===== config.mk =====
export PLATFORM = sky130hd
export DESIGN_NAME = operand_packer
export DESIGN_NICKNAME = d
export VERILOG_FILES = /design/src/rtl/gemm_pkg.sv /design/src/rtl/operand_packer.sv
export SDC_FILE = /design/constraint.sdc
export NUM_CORES = 1
export LEC_CHECK = 0
export CAP_MARGIN = 30
export CORE_ASPECT_RATIO = 0.5
export CORE_UTILIZATION = 47
export DETAILED_ROUTE_END_ITERATION = 10
export PLACE_DENSITY = 0.76
export RECOVER_POWER = 25
export SYNTH_ARGS = -nofsm -noshare
export SYNTH_HDL_FRONTEND = slang
export SYNTH_SLANG_ARGS = --single-unit

===== constraint.sdc =====
create_clock -name clk -period 1.9 [get_ports clk]
set_input_delay 0.38 -clock clk [delete_from_list [all_inputs] [get_ports clk]]
set_output_delay 0.38 -clock clk [all_outputs]
set_load 0.05 [all_outputs]

===== src/rtl/gemm_pkg.sv =====
// Shared GEMM datapath types: operand packer FSM states and lane-count width.
// Imported by operand_packer; element width and pair count stay per-module parameters.
package gemm_pkg;

    // FILL collects elements, HOLD presents the packed vector downstream.
    typedef enum logic {
        FILL = 1'b0,
        HOLD = 1'b1
    } state_e;

    // Width able to hold a lane count in 0..2*num.
    function automatic int lane_cnt_w(input int num);
        return $clog2(2 * num + 1);
    endfunction

endpackage


===== src/rtl/operand_packer.sv =====
// Packs a stream of scalar elements into a 2*NUM lane vector for the adder array.
// Ports:
//   clk, rst_n          clock, async active-low reset
//   in_valid/in_ready   scalar element handshake; in_data payload, in_last closes early
//   out_valid/out_ready vector handshake to the adder array stage
//   out_data            lane vector, lanes 2i/2i+1 form adder pair i
//   out_lanes           number of lanes filled from input (1..2*NUM)
module operand_packer
    import gemm_pkg::*;
#(
    parameter int DATA_WIDTH = 32,
    parameter int NUM        = 4
) (
    input  logic                                clk,
    input  logic                                rst_n,
    input  logic                                in_valid,
    output logic                                in_ready,
    input  logic [DATA_WIDTH-1:0]               in_data,
    input  logic                                in_last,
    output logic                                out_valid,
    input  logic                                out_ready,
    output logic [2*NUM-1:0][DATA_WIDTH-1:0]    out_data,
    output logic [lane_cnt_w(NUM)-1:0]          out_lanes
);

    localparam int LANES = 2 * NUM;
    localparam int CW    = lane_cnt_w(NUM);
    localparam int IW    = (LANES > 1) ? $clog2(LANES) : 1;

    localparam logic [CW-1:0] LAST_LANE = CW'(LANES - 1);
    localparam logic [CW-1:0] ONE_LANE  = CW'(1);

    state_e                           state_q;
    logic                             rdy_en_q;
    logic [LANES-1:0][DATA_WIDTH-1:0] lanes_q;
    logic [CW-1:0]                    cnt_q;

    logic          in_fire;
    logic [IW-1:0] lane_idx;

    // rdy_en_q keeps in_ready low through reset and rises on the first edge after it.
    assign in_ready = rdy_en_q & ((state_q == FILL) | out_ready);
    assign in_fire  = in_valid & in_ready;
    // In FILL the count never reaches LANES, so the low bits are a valid lane index.
    assign lane_idx = cnt_q[IW-1:0];

    assign out_valid = (state_q == HOLD);
    assign out_data  = lanes_q;
    assign out_lanes = cnt_q;

    always_ff @(posedge clk or negedge rst_n) begin
        if (!rst_n) begin
            state_q  <= FILL;
            rdy_en_q <= 1'b0;
            lanes_q  <= '0;
            cnt_q    <= '0;
        end else begin
            rdy_en_q <= 1'b1;
            unique case (state_q)
                FILL: begin
                    if (in_fire) begin
                        lanes_q[lane_idx] <= in_data;
                        cnt_q             <= cnt_q + ONE_LANE;
                        if (in_last || (cnt_q == LAST_LANE)) begin
                            state_q <= HOLD;
                        end
                    end
                end
                HOLD: begin
                    if (out_ready) begin
                        // Unused lanes must read as the additive identity.
                        lanes_q <= '0;
                        if (in_fire) begin
                            lanes_q[0] <= in_data;
                            cnt_q      <= ONE_LANE;
                            state_q    <= in_last ? HOLD : FILL;
                        end else begin
                            cnt_q   <= '0;
                            state_q <= FILL;
                        end
                    end
                end
            endcase
        end
    end

endmodule


After elaboration in Yosys (flattened, before gate mapping):

Cells that the tools add are included.

* flip-flop bits (word level): 262
* bits of input ports: 37
* output and inout port bits: 262
* word-level logic and storage cells: 41

* $add $sub $neg: 1
* magnitude comparators: 2
* eq/ne operators: 3
* muxes and demuxes: 17
* bitwise logic cells: 4
* reductions and logical operators: 3

Operator list (count)
* 256-bit two-way mux: 2
* 256-bit one-hot mux with 2 select lines: 1
* 256-bit bitwise mux: 1
* 32-bit demux with 3-bit select: 1
* 32-bit two-way mux: 2
* 4-bit two-way mux: 2
* 4-bit one-hot mux with 2 select lines: 1
* 1-bit two-way mux: 6
* 4-bit by 1-bit adder with 4-bit output (second input constant): 1
* 4-bit by 3-bit equality test with 1-bit output (second input constant): 1
* 3-bit by 4-bit < comparator with 1-bit output (second input constant): 1
* 2-bit != test (second input constant): 2
* 3-bit by 1-bit greater-or-equal comparator with 1-bit output (second input constant): 1
* 1-bit bitwise AND: 2
* 1-bit one-hot mux with 2 select lines: 1
* 2-bit AND reduction: 1
* 1-bit logical AND: 1
* 1-bit logical OR: 1
* 1-bit inverter: 1
* 1-bit bitwise OR: 1

Logic depth before layout (Yosys ltp):

* depth in word-level cells: 7
* mapped depth: 6

Least setup slack after synthesis:

No wires, ideal clock.

* path kind: flip-flop to flip-flop
* start point: reg cnt_q[1] (netlist: out_lanes[1])
* end point: reg lanes_q, in the netlist out_data[246]
* setup time: 0.132 ns
* arrival: 1.713 ns
* setup slack: 0.056 ns
* stages on the path, launching flop included: 7
* path buffers: 3
* cell sequence: dfrtp_1 buf_4 nand3_1 a2bb2o_4 buf_6 buf_6 o2bb2ai_1

* longest elaborated chain between the ends: 7
* elaborated cells between the ends (all ways): 8
* classes of those cells: 2 x order compare; 5 x mux; 1 x reduce/logical

RTL lines
* start: declaration: RTL line operand_packer.sv:36 `logic [CW-1:0] cnt_q;`
* start signal: assignment: RTL line operand_packer.sv:63 `cnt_q <= cnt_q + ONE_LANE;`
* 3-bit by 4-bit < comparator with 1-bit output (not written as such) / 3-bit by 1-bit greater-or-equal comparator with 1-bit output (equally long branches): RTL line operand_packer.sv:62 `lanes_q[lane_idx] <= in_data;`
* 1-bit logical AND (not written as such): RTL line operand_packer.sv:62
* 32-bit two-way mux (not written as such): RTL line operand_packer.sv:62
* 32-bit demux with 3-bit select *: RTL line operand_packer.sv:62
* 256-bit bitwise mux *: RTL line operand_packer.sv:62
* 256-bit two-way mux *: RTL line operand_packer.sv:61 `if (in_fire) begin`
* 256-bit one-hot mux with 2 select lines *: RTL line operand_packer.sv:59 `unique case (state_q)`
* end signal: indexed assignment: RTL line operand_packer.sv:62
* end: declaration: RTL line operand_packer.sv:35 `logic [LANES-1:0][DATA_WIDTH-1:0] lanes_q;`

Mark *: on every way between the ends. The rest lies on a longest branch, timed or not. The select of a mux whose other input is x is not followed.
A chain may end at the register's enable or synchronous reset.

Worst setup path after layout:

* start point: reg lanes_q, in the netlist out_data[212]
* end point: out out_data[212] (netlist bit)

RTL lines
* end: declaration: RTL line operand_packer.sv:22 `output logic [2*NUM-1:0][DATA_WIDTH-1:0] out_data,`

No word-level cell between the ends.

==> impl_metrics.yaml <==
critical_path:
  crit_type: "reg -> out"
  slowest_stage: "dlygate4sd2_1"
  crit_required_ps: 1520
  worst-path-max-fanout: 2
  worst_setup_path_end_kind: "output pin"
  critPathMaxStageDelay_ps: 570
  cp.arrival_ps: 1490
  crit_chain: "dlygate4sd2_1"
  path_buf_inv: 1
  worst_path_dominant_cell_family: "buffers and inverters"
  start_kind: "flip-flop"
die:
  coreArea_um2: 20000
  die_w_um: 207
  die-area_um2: 21600
  rows: 36
  initial_core_util_pct: 49.2
  die_h_um: 104
  ios: 299
place:
  pre_cts_ws_ps: -274
  postPlaceCellArea_um2: 12900
  hpwlAfterDp_um: 21100
  io_buffers: 298
  place_congestion: 0.860
sta:
  setup_violations: 0
  slew_headroom_pct: 33.1
  skew_ps: 25.8
  fmax_mhz: 534
  slew_viol_final: 0
  rsz0062_at_grt: "no"
  timing.final.crit_share_pct: 98.6
  tightest_slew_ps: 1000
  final.min_clock_period_ps: 1870
  final.setup.worst_slack_ps: 26.3
  hold_violations: 0
outcome:
  violations: "design-rule violations"
  status: "finished with violations"
clock_tree:
  htreeDepth: 1
  cts-root-buf: "clkbuf_16"
  numClockSinks: 262
  cts_tree: "built"
  clk_latency_ps: 530
  clk_pin_slew_ps: 70
  clock_path_buffers: 3
  cts_buffers: 23
finish:
  antenna_cells: 0
  multiInputGateArea_um2: 2820
  fin_nets: 1000
  layout-drive-gt1-share_pct: 23.3
  seq_area_um2: 6560
  layout_commonest_cell: "dfrtp_1"
  syn_to_final_growth_pct: 37.1
  nFillCells: 1490
  final_area_um2: 13500
  most-common-layout-cells: "dfrtp_1 (260), o2bb2ai_1 (224), buf_4 (151)"
global_route:
  grt_pass1_vias: 7595
  antenna_found_initial: 0
  grt_pass1_wl_um: 47200
  grt_max_degree: 66
  grt_usage_pct: 28.7
  globalRouteOverflowTotal: 0
power_and_ir_drop:
  sequentialPowerShare_pct: 31.9
  power.switching_mw: 13.3
  p_leak_nw: 6.63
  p_sw_share_pct: 47.7
  powerDensity_nw_per_um2: 2060
  clkPwrFrac_pct: 18.5
  power_frac_comb_pct: 49.6
  p_int_mw: 14.5
  ir_drop_mv: 1.07
synth:
  yosys_most_used_dff: "dfrtp_1"
  ys_seq_area_share_pct: 66.6
  yosysUniqueCellTypes: 35
  synthesis.area_um2: 9850
  async_reset_ff_share_pct: 100
  syn_inst: 661
  yosys_warnings: 0
  ys_ff_latch: 262
  synth_fp_nets: 699
  syn-mean-instance-area_um2: 14.9
  synth_edf_count: 0
drt:
  detail_route.vias_per_cell: 6.07
  ant_nets: 0
  drc: 13
  routedWlPerCell_um: 25.0
  drt-pass1-iter-count: 9
  vias: 7557
  drtIter0Drc: 623
  wirelength_um: 31100
flow_run:
  maxCapViolations: 0
worst_hold_path:
  min_path_type: "in -> async"
cells by family after synthesis:
logic type	after synthesis	synth area share [%]
other	1	0.0381
adder cells (fa/ha/maj)	1	0.127
multiplexers	3	0.305
AND/OR/NAND/NOR	61	3.27
flip-flops	262	66.6
AO/OA/AOI/OAI	269	24.7
buffers and inverters	64	5.01
per-layer routing:
layer  global-route usage, %  wire, um
met5                       0         0
met4                    9.98      1040
met3                    5.33      2300
met2                    45.9     14800
met1                    39.3     13000
power by group through the flow:
stage / registers [mW] / logic (mW) / clock network, mW
floorplan: 15.6 / 2.57 / 0
global placement: 8.88 / 14.3 / 0
detailed placement: 8.88 / 14.5 / 0
CTS: 8.83 / 13.8 / 5.22
global route: 9.06 / 14.2 / 5.43
finish: 8.86 / 13.8 / 5.15
worst reg2reg max path: stages, from the launching register on:
cell and delay (ps):
dfrtp_1 410, and2_1 210, a21oi_4 790, a22o_1 300
synth_stat cells, types with 2 or more instances:
master     count  area, um2
a22o_1        32        280
a2bb2o_4       4       80.1
and2_1         3       18.8
buf_2          4       20.0
buf_4          9       67.6
buf_6         25        282
buf_8          2       30.0
clkbuf_1      22       82.6
dfrtp_1      262       6560
mux2i_1        3       30.0
nand2_1       34        128
nand2_2        5       31.3
nand2b_1       2       12.5
nand3_1        2       10.0
nand3b_1       3       22.5
nor2_1         3       11.3
nor2b_1        2       12.5
nor3b_1        2       15.0
o21ai_0        2       10.0
o22ai_4        2       40.0
o2bb2ai_1    224       1960
per-stage QoR:
stage	power, mW	hold WS, ps	TNS (ps)	utilization, %	instances
2_1_floorplan	18.1	84.4	0	-	661
3_3_place_gp	23.2	311	-37980	64.3	1201
6_report	27.8	325	0	67.5	1245
4_1_cts	27.9	348	0	67.7	1245
3_5_place_dp	23.4	314	-46010	64.3	1201
5_1_grt	28.7	352	0	67.5	1245
state kept, by name, indices dropped and copies added (netlist names):
register and cells:
out_data 256, out_valid 1, out_lanes 4, rdy_en_q 1
worst paths after layout:
| kind | from | to | slack [ps] | cells after the start |
|---|---|---|---|---|
| max | out_data[212] | out_data[212] | 30 | 1 |
| min | rst_n | out_data[222] | 320 | 2 |
| max reg2reg | rdy_en_q | out_data[18] | 90 | 3 |
| min reg2reg | out_data[202] | out_data[202] | 480 | 1 |
| max in group asynchronous | rst_n | out_data[190] | 440 | 3 |
| min in group clk | out_data[202] | out_data[202] | 480 | 1 |
area by class of cell:
class	count	share of cell area [%]
multi-input combinational	335	20.9
clock inverter	10	1.16
clock buffer	32	5.03
inverter	1	0.0278
sequential	262	48.6
timing repair buffer	339	21.9
tap	266	2.46
repair_timing:
action | CTS | global route
buffers inserted | 1 | 0
endpoints found under the hold margin | 40 | 0
hold buffers | 1 | 0
resized for setup | 134 | 2
pin swaps | 0 | 0
endpoints found under the setup margin | 133 | 5
(Power assumes the default switching activity.)
